## src/rtl/norm_block_scheduler_pkg.sv

```systemverilog
// Shared constants and types for the block scheduler and the binarized normalization unit.
// The NORM_PERF_CNT_EN macro (top module) adds frame-local performance counters.
package norm_block_scheduler_pkg;
   localparam int BIN_WIDTH       = 14;
   localparam int BINS            = 9;
   localparam int CELLS_PER_BLOCK = 4;
   localparam int CELLS_X         = 80;
   localparam int CELLS_Y         = 60;
   localparam int CELL_W          = BIN_WIDTH * (BINS + 1);
   localparam int IN_W            = CELL_W * CELLS_PER_BLOCK;
   localparam int OUT_W           = BINS * CELLS_PER_BLOCK;
   localparam int BX_W            = 7;
   localparam int BY_W            = 6;
   localparam int SUM_W           = 16;

   typedef struct packed {
      logic [BX_W-1:0] bx;
      logic [BY_W-1:0] by;
   } block_pos_t;

   // Bin i of cell j; i == BINS selects the cell sum.
   function automatic logic [BIN_WIDTH-1:0] cell_bin(input logic [IN_W-1:0] blk, input int j, input int i);
      return blk[(j * (BINS + 1) + i) * BIN_WIDTH +: BIN_WIDTH];
   endfunction
endpackage

```

## src/rtl/norm_block_scheduler_if.sv

```systemverilog
// Candidate input / descriptor output bundle of the block scheduler.
// Handshakes: a transfer happens on a rising clk edge where valid && ready; the source holds payload stable while valid && !ready.
interface norm_block_scheduler_if
   import norm_block_scheduler_pkg::*;
();
   logic             frame_start;
   logic             in_valid;
   logic             in_ready;
   logic [IN_W-1:0]  in_block;
   logic             out_valid;
   logic             out_ready;
   logic [OUT_W-1:0] out_desc;
   logic [BX_W-1:0]  out_bx;
   logic [BY_W-1:0]  out_by;
   logic             frame_done;

   modport slave (
      input  frame_start, in_valid, in_block, out_ready,
      output in_ready, out_valid, out_desc, out_bx, out_by, frame_done
   );

   modport master (
      output frame_start, in_valid, in_block, out_ready,
      input  in_ready, out_valid, out_desc, out_bx, out_by, frame_done
   );
endinterface

```

## src/rtl/norm_block_scheduler_normalization.sv

```systemverilog
// Binarized block normalization: bin >= (sum of the four cell sums) >> 4, combinational.
module normalization
   import norm_block_scheduler_pkg::*;
(
   input  logic             in_valid,
   input  logic             k_border,
   input  logic [IN_W-1:0]  block,
   output logic             out_valid,
   output logic [OUT_W-1:0] desc
);
   logic [SUM_W-1:0] sum;
   logic [SUM_W-1:0] thr;

   assign out_valid = in_valid && !k_border;

   always_comb begin
      sum = '0;
      for (int j = 0; j < CELLS_PER_BLOCK; j++) begin
         sum = sum + SUM_W'(cell_bin(block, j, BINS));
      end
      thr  = sum >> 4;
      desc = '0;
      for (int j = 0; j < CELLS_PER_BLOCK; j++) begin
         for (int i = 0; i < BINS; i++) begin
            desc[i + j * BINS] = in_valid && (SUM_W'(cell_bin(block, j, i)) >= thr);
         end
      end
   end
endmodule

```

## src/rtl/norm_block_scheduler.sv

```systemverilog
// Block scheduler: row-major position tracking, border drop, two-stage registered normalization.
// Optional NORM_PERF_CNT_EN adds perf_blocks / perf_stalls counters.
module norm_block_scheduler
   import norm_block_scheduler_pkg::*;
(
   input  logic clk,
   input  logic rst_n,
   norm_block_scheduler_if.slave bus
`ifdef NORM_PERF_CNT_EN
   ,
   output logic [15:0] perf_blocks,
   output logic [15:0] perf_stalls
`endif
);
   logic             s1_valid;
   logic             s1_kb;
   logic [IN_W-1:0]  s1_block;
   block_pos_t       s1_pos;
   logic             s2_valid;
   logic [OUT_W-1:0] s2_desc;
   block_pos_t       s2_pos;
   logic [BX_W-1:0]  col;
   logic [BY_W-1:0]  row;
   logic             norm_valid;
   logic [OUT_W-1:0] norm_desc;
   logic             s2_free;
   logic             s1_retire;
   logic             accept;
   logic             out_fire;

   normalization u_norm (
      .in_valid  (s1_valid),
      .k_border  (s1_kb),
      .block     (s1_block),
      .out_valid (norm_valid),
      .desc      (norm_desc)
   );

   // A border candidate leaves S1 even when S2 is stalled, since it never needs S2.
   assign s2_free   = !s2_valid || bus.out_ready;
   assign s1_retire = s1_valid && (s1_kb || s2_free);
   assign bus.in_ready = !bus.frame_start && (!s1_valid || s1_retire);
   assign accept    = bus.in_valid && bus.in_ready;
   assign out_fire  = s2_valid && bus.out_ready;

   assign bus.out_valid  = s2_valid;
   assign bus.out_desc   = s2_desc;
   assign bus.out_bx     = s2_pos.bx;
   assign bus.out_by     = s2_pos.by;
   assign bus.frame_done = out_fire && (s2_pos.bx == BX_W'(CELLS_X - 2)) && (s2_pos.by == BY_W'(CELLS_Y - 2));

   always_ff @(posedge clk) begin
      if (!rst_n) begin
         s1_valid <= 1'b0;
         s1_kb    <= 1'b0;
         s1_pos   <= '0;
         s2_valid <= 1'b0;
         s2_desc  <= '0;
         s2_pos   <= '0;
         col      <= '0;
         row      <= '0;
      end else if (bus.frame_start) begin
         s1_valid <= 1'b0;
         s2_valid <= 1'b0;
         col      <= '0;
         row      <= '0;
      end else begin
         if (s2_free) begin
            s2_valid <= norm_valid;
            if (norm_valid) begin
               s2_desc <= norm_desc;
               s2_pos  <= s1_pos;
            end
         end
         if (accept) begin
            s1_valid <= 1'b1;
            s1_block <= bus.in_block;
            s1_pos   <= '{bx: col, by: row};
            s1_kb    <= (col == BX_W'(CELLS_X - 1));
            if (col == BX_W'(CELLS_X - 1)) begin
               col <= '0;
               row <= (row == BY_W'(CELLS_Y - 2)) ? '0 : row + BY_W'(1);
            end else begin
               col <= col + BX_W'(1);
            end
         end else if (s1_retire) begin
            s1_valid <= 1'b0;
         end
      end
   end

`ifdef NORM_PERF_CNT_EN
   always_ff @(posedge clk) begin
      if (!rst_n || bus.frame_start) begin
         perf_blocks <= '0;
         perf_stalls <= '0;
      end else begin
         if (out_fire && perf_blocks != 16'hFFFF) perf_blocks <= perf_blocks + 16'd1;
         if (s2_valid && !bus.out_ready && perf_stalls != 16'hFFFF) perf_stalls <= perf_stalls + 16'd1;
      end
   end
`else
   // Counters are absent in the default build.
`endif
endmodule
```

## src/flat_wrapper.sv

```systemverilog
// flat-port wrapper written by rule: the top's interface ports become plain ports
module norm_block_scheduler_flat import norm_block_scheduler_pkg::*;
  (clk, rst_n, bus_frame_start, bus_in_valid, bus_in_block, bus_out_ready, bus_in_ready, bus_out_valid, bus_out_desc, bus_out_bx, bus_out_by, bus_frame_done);
  norm_block_scheduler_if bus_i ();
  input  logic clk;
  input  logic rst_n;
  input wire logic [$bits(bus_i.frame_start)-1:0] bus_frame_start;
  input wire logic [$bits(bus_i.in_valid)-1:0] bus_in_valid;
  input wire logic [$bits(bus_i.in_block)-1:0] bus_in_block;
  input wire logic [$bits(bus_i.out_ready)-1:0] bus_out_ready;
  output wire logic [$bits(bus_i.in_ready)-1:0] bus_in_ready;
  output wire logic [$bits(bus_i.out_valid)-1:0] bus_out_valid;
  output wire logic [$bits(bus_i.out_desc)-1:0] bus_out_desc;
  output wire logic [$bits(bus_i.out_bx)-1:0] bus_out_bx;
  output wire logic [$bits(bus_i.out_by)-1:0] bus_out_by;
  output wire logic [$bits(bus_i.frame_done)-1:0] bus_frame_done;
  assign bus_i.frame_start = bus_frame_start;
  assign bus_i.in_valid = bus_in_valid;
  assign bus_i.in_block = bus_in_block;
  assign bus_i.out_ready = bus_out_ready;
  assign bus_in_ready = bus_i.in_ready;
  assign bus_out_valid = bus_i.out_valid;
  assign bus_out_desc = bus_i.out_desc;
  assign bus_out_bx = bus_i.out_bx;
  assign bus_out_by = bus_i.out_by;
  assign bus_frame_done = bus_i.frame_done;
  norm_block_scheduler u_core (.clk(clk), .rst_n(rst_n), .bus(bus_i));
endmodule
```

## config.mk

```make
export PLATFORM = sky130hd
export DESIGN_NAME = norm_block_scheduler_flat
export DESIGN_NICKNAME = d
export VERILOG_FILES = /design/src/rtl/norm_block_scheduler_pkg.sv /design/src/rtl/norm_block_scheduler_if.sv /design/src/rtl/norm_block_scheduler_normalization.sv /design/src/rtl/norm_block_scheduler.sv /design/src/flat_wrapper.sv
export SDC_FILE = /design/constraint.sdc
export NUM_CORES = 1
export LEC_CHECK = 0
export CAP_MARGIN = 20
export CORE_ASPECT_RATIO = 1.1
export CORE_UTILIZATION = 47
export CTS_CLUSTER_SIZE = 8
export DETAILED_ROUTE_END_ITERATION = 16
export MAX_ROUTING_LAYER = met4
export PLACE_DENSITY_LB_ADDON = 0.12
export SETUP_SLACK_MARGIN = 0.15
export SYNTH_ARGS = -nofsm -noshare
export SYNTH_HDL_FRONTEND = slang
export SYNTH_SLANG_ARGS = --single-unit
```

## constraint.sdc

```tcl
create_clock -name clk -period 20.5 [get_ports clk]
set_input_delay 4.1 -clock clk [delete_from_list [all_inputs] [get_ports clk]]
set_output_delay 4.1 -clock clk [all_outputs]
set_load 0.02 [all_outputs]
```

==> impl_metrics.env, run 1 <==
export IMPL_status="finished, final reports clean"
export IMPL_fin_crit_sh=0.476
export IMPL_grt_pass1_wl_mm=125
export IMPL_min_path_type="register to register"
export IMPL_dpl_worst_slack_ns=10.76
export IMPL_row_count=97
export IMPL_dieArea_sq_um=65100
export IMPL_route_detailed_vias_per_inst=5.39
export IMPL_fin_crit_ns=9.77
export IMPL_setup_ws_ns=10.73
export IMPL_grt_overflow=0
export IMPL_cts_root_buf="clkbuf_16"
export IMPL_drc_errors=0
export IMPL_cts_hold_fix_buffers=0
export IMPL_syn_inst=2104
export IMPL_syn_cell_area_sq_um=30100
export IMPL_grt_max_degree=179
export IMPL_tightest_slew_ns=1.11
export IMPL_die_x_microns=243
export IMPL_yosys_warnings=0
export IMPL_cts_tree="done"
export IMPL_num_vias=20300
export IMPL_ctsResizeCount=0
export IMPL_nets=3811
export IMPL_core_sq_um=63600
export IMPL_end_kind="output port"
export IMPL_clkTransAtPathRegs_ns=0.05
export IMPL_grt_pass1_vias=21400
export IMPL_startpoint_type="primary input"
export IMPL_cap_viol_max_count=0
export IMPL_synth_edf_count=560
export IMPL_finalWirelength_mm=86.1
export IMPL_cts_setup_buffers=0
export IMPL_ys_dominant_reg_cell="edfxtp_1"
export IMPL_area_growth_pct=33.7
export IMPL_drt_pass1_iterations=5
export IMPL_drive_above_1_share=0.0624
export IMPL_clkLatencyLatePin_ns=0.62
export IMPL_avgSynthCellArea_sq_um=14.3
export IMPL_ys_async_sr_fraction=0
export IMPL_cp_arrival_ns=5.67
export IMPL_top_usage_layer="met2"
export IMPL_numCtsBuffers=89
export IMPL_relSlewSlack=0.262
export IMPL_worstSetupPathType="primary input to output port"
export IMPL_first_iter_violations=1199
export IMPL_place_inst=3555
export IMPL_finalSetupViolations=0
export IMPL_p_per_area_nw_per_um2=114
export IMPL_finalSetupTns_ns=0
export IMPL_place_port_buffers=616
export IMPL_drv_slew=0
export IMPL_vdd_ir_drop_max_v=0.000144
export IMPL_start_util=0.474
export IMPL_worst_clock_skew_ns=0.0265
export IMPL_crit_required_ns=16.40
export IMPL_io_pins=617
export IMPL_antenna_found_initial=54
export IMPL_use_met1=0.302
export IMPL_clock_fmax_ghz=0.102
export IMPL_cts_buffer_depth=3
export IMPL_fp_dieH_microns=268
export IMPL_ys_seq_elements=638
export IMPL_crit_fanout=5
export IMPL_grt_total_usage=0.270
export IMPL_ys_seq_area_frac=0.610
export IMPL_synth_distinct_cells=61
export IMPL_wl_per_cell_microns=22.9
export IMPL_dp_hpwl_mm=60.5
export IMPL_p_leak_uw=0.0154
export IMPL_rsz0062_at_grt="no"
export IMPL_finalNonFillerCells=3765
export IMPL_cts_max_level=3
export IMPL_hold_slack_ns=0.468
export IMPL_place_congestion=0.884
export IMPL_grt_use_met3=0.0670
export IMPL_antenna_left=0
export IMPL_hold_viol=0
export IMPL_met2_usage=0.441
export IMPL_finalPower_uw=4590
export IMPL_synth_nets=3108
export IMPL_clock_sinks=638
==> per-layer routing <==
layer  wire length (microns)  vias up
met3                    5940      171
li1                        -     9640
met4                    3670        0
met5                       0        -
met1                   33200     9842
met2                   43300      638
==> final cells by class <==
cell class                 count  area, sq um
tap                          841         1050
clock buffer                 149         2520
clock inverter                 3         28.8
sequential                   638        18400
timing repair buffer         639         6390
fill                        4867        23300
antenna                       56          140
multi-input combinational   1309        11300
inverter                     130          488
==> final timing paths <==
check / start / end / slack, ns / cells past startpoint
worst max-delay path: bus_out_ready / bus_in_ready / 10.73 / 4
worst max register to register: u_core.s1_block[270] / u_core.bus.out_desc[29] / 14.51 / 17
worst min register to register: u_core.s1_pos[2] / u_core.bus.out_by[2] / 0.47 / 2
worst min-delay path: u_core.s1_pos[2] / u_core.bus.out_by[2] / 0.47 / 2
==> flip-flops by register name, summed over array words and instances (netlist names) <==
register / flops
u_core.bus.out_by: 6
u_core.s1_kb: 1
u_core.s1_pos: 13
u_core.bus.out_bx: 7
u_core.col: 7
u_core.row: 6
u_core.s1_valid: 1
u_core.bus.out_valid: 1
u_core.bus.out_desc: 36
u_core.s1_block: 560
==> kinds of logic after synthesis <==
family | share of synthesized area
adders and majority gates | 0.198
and+or+nand+nor | 0.0577
buffers and inverters | 0.0201
xor gates and xnor gates | 0.00556
DFF | 0.610
AOI/OAI and AO/OA | 0.109
==> through the flow <==
stage                     utilization  instance area (sq um)
after floorplan                     -                  30100
after global placement          0.590                  37500
after detailed placement        0.590                  37500
after CTS                       0.630                  40100
after global routing            0.633                  40300
final                           0.634                  40300
==> cells in the mapped netlist, drive strengths merged (12+ instances only) <==
library cell | n | area (sq um)
edfxtp | 560 | 16800
dfxtp | 78 | 1560
maj3 | 24 | 264
nor2b | 18 | 113
o2111ai | 25 | 219
o21a | 17 | 128
a211o | 24 | 210
nand2b | 28 | 175
fa | 27 | 541
a21boi | 27 | 203
nor4 | 21 | 131
xor2 | 12 | 105
nand3 | 15 | 75.1
clkbuf | 19 | 71.3
o211a | 15 | 150
nor2 | 89 | 350
inv | 130 | 488
nand2 | 164 | 618
a21oi | 96 | 552
a2111oi | 38 | 352
a21o | 26 | 195
ha | 412 | 5150
a211oi | 26 | 208
o21ai | 81 | 405
o221ai | 35 | 307
nor3 | 19 | 100
==> power by group <==
part	internal (uW)	switching (uW)
Clock	824	540
Sequential	1480	20.6
Combinational	703	1020
Total	3010	1580
==> critical path: stages <==
cell	delay [ns]
clkdlybuf4s50_1	0.48
nor2b_1	0.09
a21oi_1	0.33
clkdlybuf4s50_1	0.67
==> cells in the final DEF (no fill, tap or decap), types with 26 or more instances in the layout <==
cell type / synthesis / routed
nor2_1: 88 / 88
diode_2: 0 / 56
o21ai_0: 81 / 81
ha_1: 412 / 412
clkdlybuf4s50_1: 0 / 615
a21o_1: 26 / 26
clkbuf_16: 0 / 92
a21oi_1: 77 / 76
o221ai_1: 35 / 35
fa_1: 27 / 27
dfxtp_1: 78 / 78
clkbuf_1: 19 / 57
nand2b_1: 28 / 28
edfxtp_1: 560 / 560
inv_1: 130 / 130
a21boi_0: 27 / 27
nand2_1: 163 / 163
a2111oi_0: 37 / 37
(Power assumes the default switching activity.)
==> run 2, diff against run 1 <==
Clock period 20.5 ns to 9.35 ns, I/O delays scaled along.
==> run 2 against run 1 <==
  * Clock-buffer cell count increased by 4
  * Non-clock buffer count decreased by 2
  * Total power increased by 120%
  * Via count increased by 0.47%
  * Cell count decreased by 0.11%
  * Worst setup slack got worse by 7.5 ns
  * Critical endpoint is now u_core.bus.out_desc[29]
  * Largest power group unchanged
==> impl_metrics.env, run 2 (synthesis results as in run 1) <==
export IMPL_p_leak_uw=0.0154
export IMPL_power_frac_seq=0.328
export IMPL_finalSetupViolations=0
export IMPL_fin_crit_sh=0.653
export IMPL_pwr_share_comb=0.376
export IMPL_grt_overflow=0
export IMPL_drt_pass1_iterations=5
export IMPL_ff_latch_area_sq_um=18400
export IMPL_grt_total_usage=0.275
export IMPL_place_congestion=0.887
export IMPL_largest_reg_flops=560
export IMPL_drv_slew=0
export IMPL_wl_per_cell_microns=23.1
export IMPL_finalNonFillerCells=3761
export IMPL_finalPower_uw=10100
export IMPL_place_inst=3555
export IMPL_switching_share=0.347
export IMPL_crit_required_ns=9.86
export IMPL_num_fill_cells=4856
export IMPL_die_x_microns=243
export IMPL_row_count=97
export IMPL_vdd_ir_drop_max_v=0.000163
export IMPL_finalSetupTns_ns=0
export IMPL_antenna_found_initial=48
export IMPL_startpoint_type="register"
export IMPL_drc_errors=0
export IMPL_clkTransAtPathRegs_ns=0.05
export IMPL_rsz0062_at_grt="no"
export IMPL_worst_clock_skew_ns=0.0198
export IMPL_dp_hpwl_mm=62.1
export IMPL_crit_chain="inv_1 > fa_1 > fa_1 > inv_1 > ha_1 > or3_4 > o22ai_4 > nand2_1 > a221oi_1 > nor2b_1 > nor2_1 > xor2_4 > buf_4 > ha_1 > o21a_1 > nor2_1 > a31oi_1 > o311ai_0 > a21oi_1 > a21o_1"
export IMPL_dieArea_sq_um=65100
export IMPL_cap_viol_max_count=0
export IMPL_cts_hold_fix_buffers=0
export IMPL_clock_sinks=638
export IMPL_tightest_slew_ns=1.14
export IMPL_ctsResizeCount=0
export IMPL_grt_max_degree=141
export IMPL_final_common_cell="clkdlybuf4s50_1"
export IMPL_relSlewSlack=0.243
export IMPL_clkPwrFrac=0.296
export IMPL_slowest_delay_ns=0.77
export IMPL_power_switching_uw=3480
export IMPL_cts_root_buf="clkbuf_16"
export IMPL_final_area_sq_um=40200
export IMPL_cts_tree="done"
export IMPL_multi_input_area_sq_um=11300
export IMPL_status="finished, final reports clean"
export IMPL_io_pins=617
export IMPL_regMostFlops="u_core.s1_block"
export IMPL_drive_above_1_share=0.0620
export IMPL_cp_arrival_ns=6.62
export IMPL_area_growth_pct=33.4
export IMPL_layout_common_cells="clkdlybuf4s50_1 (615), edfxtp_1 (560), ha_1 (412)"
export IMPL_grt_pass1_vias=21300
export IMPL_num_vias=20400
export IMPL_cts_buffer_depth=3
export IMPL_cts_setup_buffers=0
export IMPL_first_iter_violations=1231
export IMPL_placed_cell_area_sq_um=37600
export IMPL_place_port_buffers=616
export IMPL_hold_viol=0
export IMPL_route_detailed_vias_per_inst=5.42
export IMPL_start_util=0.474
export IMPL_finalWirelength_mm=87.1
export IMPL_antenna_left=0
export IMPL_min_path_type="register to register"
export IMPL_nets=3809
export IMPL_fin_crit_ns=6.11
export IMPL_p_int_uw=6570
export IMPL_fin_util=0.632
export IMPL_clkLatencyLatePin_ns=0.63
export IMPL_cts_max_level=3
export IMPL_numCtsBuffers=89
export IMPL_core_sq_um=63600
export IMPL_crit_slowest_cell="xor2_4"
export IMPL_fp_dieH_microns=268
export IMPL_grt_pass1_wl_mm=128
export IMPL_crit_fanout=19
export IMPL_clock_fmax_ghz=0.164
export IMPL_worstSetupPathType="register to register"
export IMPL_p_per_area_nw_per_um2=250
export IMPL_end_kind="register"
==> run 2: cell types whose count changed in the layout (fill, tap and decap cells not counted) <==
cell       change
diode_2        -9
clkbuf_1       +7
clkbuf_16      -3
buf_16         -2
inv_6          +2
buf_12         +1
buf_4          -1
clkinv_1       -1
clkinv_8       +1
inv_16         +1
nor3_2         +1
nor3_4         -1
==> run 2: area by class of cell <==
cell class              instances  share of cell area
diodes                         47             0.00292
clock buffers                 153              0.0613
clock inverters                 6             0.00196
inverters                     130              0.0121
multi-input cells            1309               0.281
flip-flops and latches        638               0.457
well taps                     841              0.0262
repair buffers                637               0.158
==> run 2: critical path: cells and delay by family, from the launching register on <==
| kind | cells | cell delay, ns |
|---|---|---|
| compound gates | 7 | 1.81 |
| fa+ha+maj | 4 | 1.49 |
| simple gates | 5 | 0.92 |
| xor+xnor | 1 | 0.77 |
| buf+inv | 3 | 0.62 |
| flops | 1 | 0.39 |
==> run 2: worst paths after layout <==
| kind | from | end | slack, ns | depth (start not counted) |
|---|---|---|---|---|
| max reg2reg | u_core.s1_block[270] | u_core.bus.out_desc[29] | 3.24 | 20 |
| min | u_core.s1_pos[0] | u_core.bus.out_by[0] | 0.47 | 2 |
| min reg2reg | u_core.s1_pos[0] | u_core.bus.out_by[0] | 0.47 | 2 |
| max | u_core.s1_block[270] | u_core.bus.out_desc[29] | 3.24 | 20 |
==> run 2: per-layer routing <==
metal  GRT usage  vias to the layer above  part of all wire
li1            -                     9645                 -
met1       0.318                     9853              0.40
met2       0.456                      739              0.50
met3      0.0639                      149             0.067
met4       0.121                        0             0.032
met5           -                        -                 0
==> run 2: through the flow <==
stage / hold slack [ns] / setup WS (ns)
6_report: 0.465 / 3.24
5_1_grt: 0.486 / 2.93
4_1_cts: 0.467 / 3.22
3_5_place_dp: 0.462 / 3.26
3_3_place_gp: 0.459 / 3.33
2_1_floorplan: 0.441 / 2.42
==> run 2: power groups by stage <==
| stage | Clock [uW] | Sequential [uW] | Combinational (uW) |
|---|---|---|---|
| after CTS | 3040 | 3290 | 3810 |
| final | 2980 | 3290 | 3780 |
| after global placement | 0 | 3340 | 3600 |
| after global routing | 3160 | 3300 | 4270 |
| after floorplan | 0 | 3350 | 2290 |
| after detailed placement | 0 | 3350 | 3780 |
==> run 3, diff against run 2 <==
Clock period 9.35 ns to 5.75 ns, I/O delays scaled along.
==> run 3 against run 2 <==
  * Routed wire length is 3.0% higher
  * Hold slack improved by 0.0011 ns
  * First-iteration DRC count rose by 21%
  * Sequential power up 63%
  * Die area is the same
  * Combinational power up 75%
  * Via count up 1.7%
  * Critical path depth rose by 2
  * Fmax is 13% higher
  * Clock power increased by 64%
  * Non-clock buffer count is 39 higher
==> impl_metrics.env, run 3 (synthesis results as in run 1) <==
export IMPL_clock_fmax_ghz=0.185
export IMPL_cts_hold_fix_buffers=0
export IMPL_dieArea_sq_um=65100
export IMPL_crit_fanout=17
export IMPL_row_count=97
export IMPL_end_kind="register"
export IMPL_drive_above_1_share=0.0756
export IMPL_startpoint_type="register"
export IMPL_dp_hpwl_mm=66.0
export IMPL_cts_root_buf="clkbuf_16"
export IMPL_grt_pass1_vias=21400
export IMPL_num_fill_cells=4799
export IMPL_fin_util=0.639
export IMPL_cap_viol_max_count=0
export IMPL_status="finished, final reports clean"
export IMPL_ff_latch_area_sq_um=18400
export IMPL_numCtsBuffers=89
export IMPL_start_util=0.474
export IMPL_drv_slew=0
export IMPL_clkTransAtPathRegs_ns=0.05
export IMPL_cts_buffer_depth=3
export IMPL_vdd_ir_drop_max_v=0.000351
export IMPL_hold_start="u_core.s1_pos[1]"
export IMPL_die_x_microns=243
export IMPL_holdPathStages=2
export IMPL_cts_tree="done"
export IMPL_place_congestion=0.910
export IMPL_p_leak_uw=0.0156
export IMPL_largest_reg_flops=560
export IMPL_wl_per_cell_microns=23.7
export IMPL_grt_max_degree=90
export IMPL_fin_crit_ns=5.40
export IMPL_finalSetupViolations=0
export IMPL_grt_overflow=0
export IMPL_met2_usage=0.457
export IMPL_finalWirelength_mm=89.7
export IMPL_rsz0062_at_grt="yes"
export IMPL_area_growth_pct=34.9
export IMPL_core_sq_um=63600
export IMPL_hold_viol=0
export IMPL_clkLatencyLatePin_ns=0.63
export IMPL_cts_max_level=3
export IMPL_antenna_left=0
export IMPL_cp_arrival_ns=5.90
export IMPL_hold_end="u_core.bus.out_by[1]"
export IMPL_regMostFlops="u_core.s1_block"
export IMPL_io_pins=617
export IMPL_top_usage_layer="met2"
export IMPL_final_common_cell="clkdlybuf4s50_1"
export IMPL_reg2reg_from="u_core.s1_block[268]"
export IMPL_fin_crit_sh=0.939
export IMPL_drt_pass1_iterations=7
export IMPL_worstSetupPathType="register to register"
export IMPL_num_vias=20700
export IMPL_worst_clock_skew_ns=0.0254
export IMPL_rr_endpoint="u_core.bus.out_desc[30]"
export IMPL_startpoint="u_core.s1_block[268]"
export IMPL_clock_sinks=638
export IMPL_tightest_slew_ns=0.993
export IMPL_layout_common_cells="clkdlybuf4s50_1 (615), edfxtp_1 (560), ha_1 (412)"
export IMPL_place_port_buffers=616
export IMPL_grt_pass1_wl_mm=130
export IMPL_placed_cell_area_sq_um=37900
export IMPL_min_path_type="register to register"
export IMPL_first_iter_violations=1488
export IMPL_multi_input_area_sq_um=11300
export IMPL_p_per_area_nw_per_um2=415
export IMPL_crit_required_ns=6.25
export IMPL_nets=3848
export IMPL_drc_errors=0
export IMPL_r2r_slack_ns=0.35
export IMPL_use_met1=0.335
export IMPL_relSlewSlack=0.338
export IMPL_antenna_found_initial=28
export IMPL_final_area_sq_um=40700
export IMPL_route_detailed_vias_per_inst=5.48
export IMPL_grt_total_usage=0.280
export IMPL_rr_worst_depth=22
export IMPL_grt_use_met3=0.0512
export IMPL_fp_dieH_microns=268
-- run 3: how the worst max path moves through the flow --
| stage | endpoint | slack, ns | cells past startpoint |
|---|---|---|---|
| floorplan | u_core.s1_block[0] | -0.13 | 3 |
| global placement | u_core.bus.out_desc[16] | 0.34 | 21 |
| detailed placement | u_core.bus.out_desc[30] | 0.26 | 22 |
| CTS | u_core.bus.out_desc[30] | 0.18 | 22 |
| global route | u_core.bus.out_desc[30] | 0.1 | 22 |
| finish | u_core.bus.out_desc[30] | 0.35 | 22 |
-- run 3: critical path, stage by stage, from the launching register on --
cell,delay (ns)
edfxtp_1,0.37
inv_1,0.10
fa_1,0.45
fa_1,0.51
inv_1,0.04
ha_1,0.21
or3_4,0.40
o22ai_4,0.14
buf_4,0.19
nand2_1,0.07
a221oi_1,0.30
buf_4,0.21
xor2_4,0.47
buf_12,0.25
ha_1,0.27
and3_1,0.15
a21oi_1,0.09
o21ai_0,0.09
o41ai_1,0.33
buf_4,0.20
o221ai_1,0.15
o221ai_1,0.22
nor2_1,0.06
-- run 3: final cells by class --
type                            count  area share
Multi-Input combinational cell   1309       0.278
Clock inverter                      5     0.00172
Sequential cell                   638       0.452
Antenna cell                       29     0.00178
Tap cell                          841      0.0259
Inverter                          130      0.0120
Clock buffer                      153      0.0617
Timing Repair Buffer              676       0.167
-- run 3: layer usage --
metal  up-vias  part of all wire
li1       9706                 -
met1     10100              0.40
met2       757              0.50
met3       168             0.061
met4         0             0.041
met5         -                 0
-- run 3: repair_timing --
item	in CTS	in global routing
endpoints found under the setup margin	0	22
buffers inserted	0	4
gates resized for setup	0	1
-- run 3: report_power, final --
group          total (uW)  internal [uW]  switching, uW  leakage, uW
sequential           5360           5270           83.3      0.00577
clock                4880           2940           1940      0.00123
combinational        6630           2840           3790      0.00863
-- run 3: per-stage QoR --
step | setup WS, ns | total power [uW] | std cells | setup TNS (ns) | hold WS, ns
2_1_floorplan | -0.133 | 9190 | 2104 | -74.36 | 0.441
3_3_place_gp | 0.340 | 11700 | 3590 | 0 | 0.454
3_5_place_dp | 0.259 | 11900 | 3590 | 0 | 0.463
4_1_cts | 0.179 | 16900 | 3748 | 0 | 0.471
5_1_grt | 0.0995 | 17900 | 3780 | 0 | 0.485
6_report | 0.351 | 16900 | 3781 | 0 | 0.467
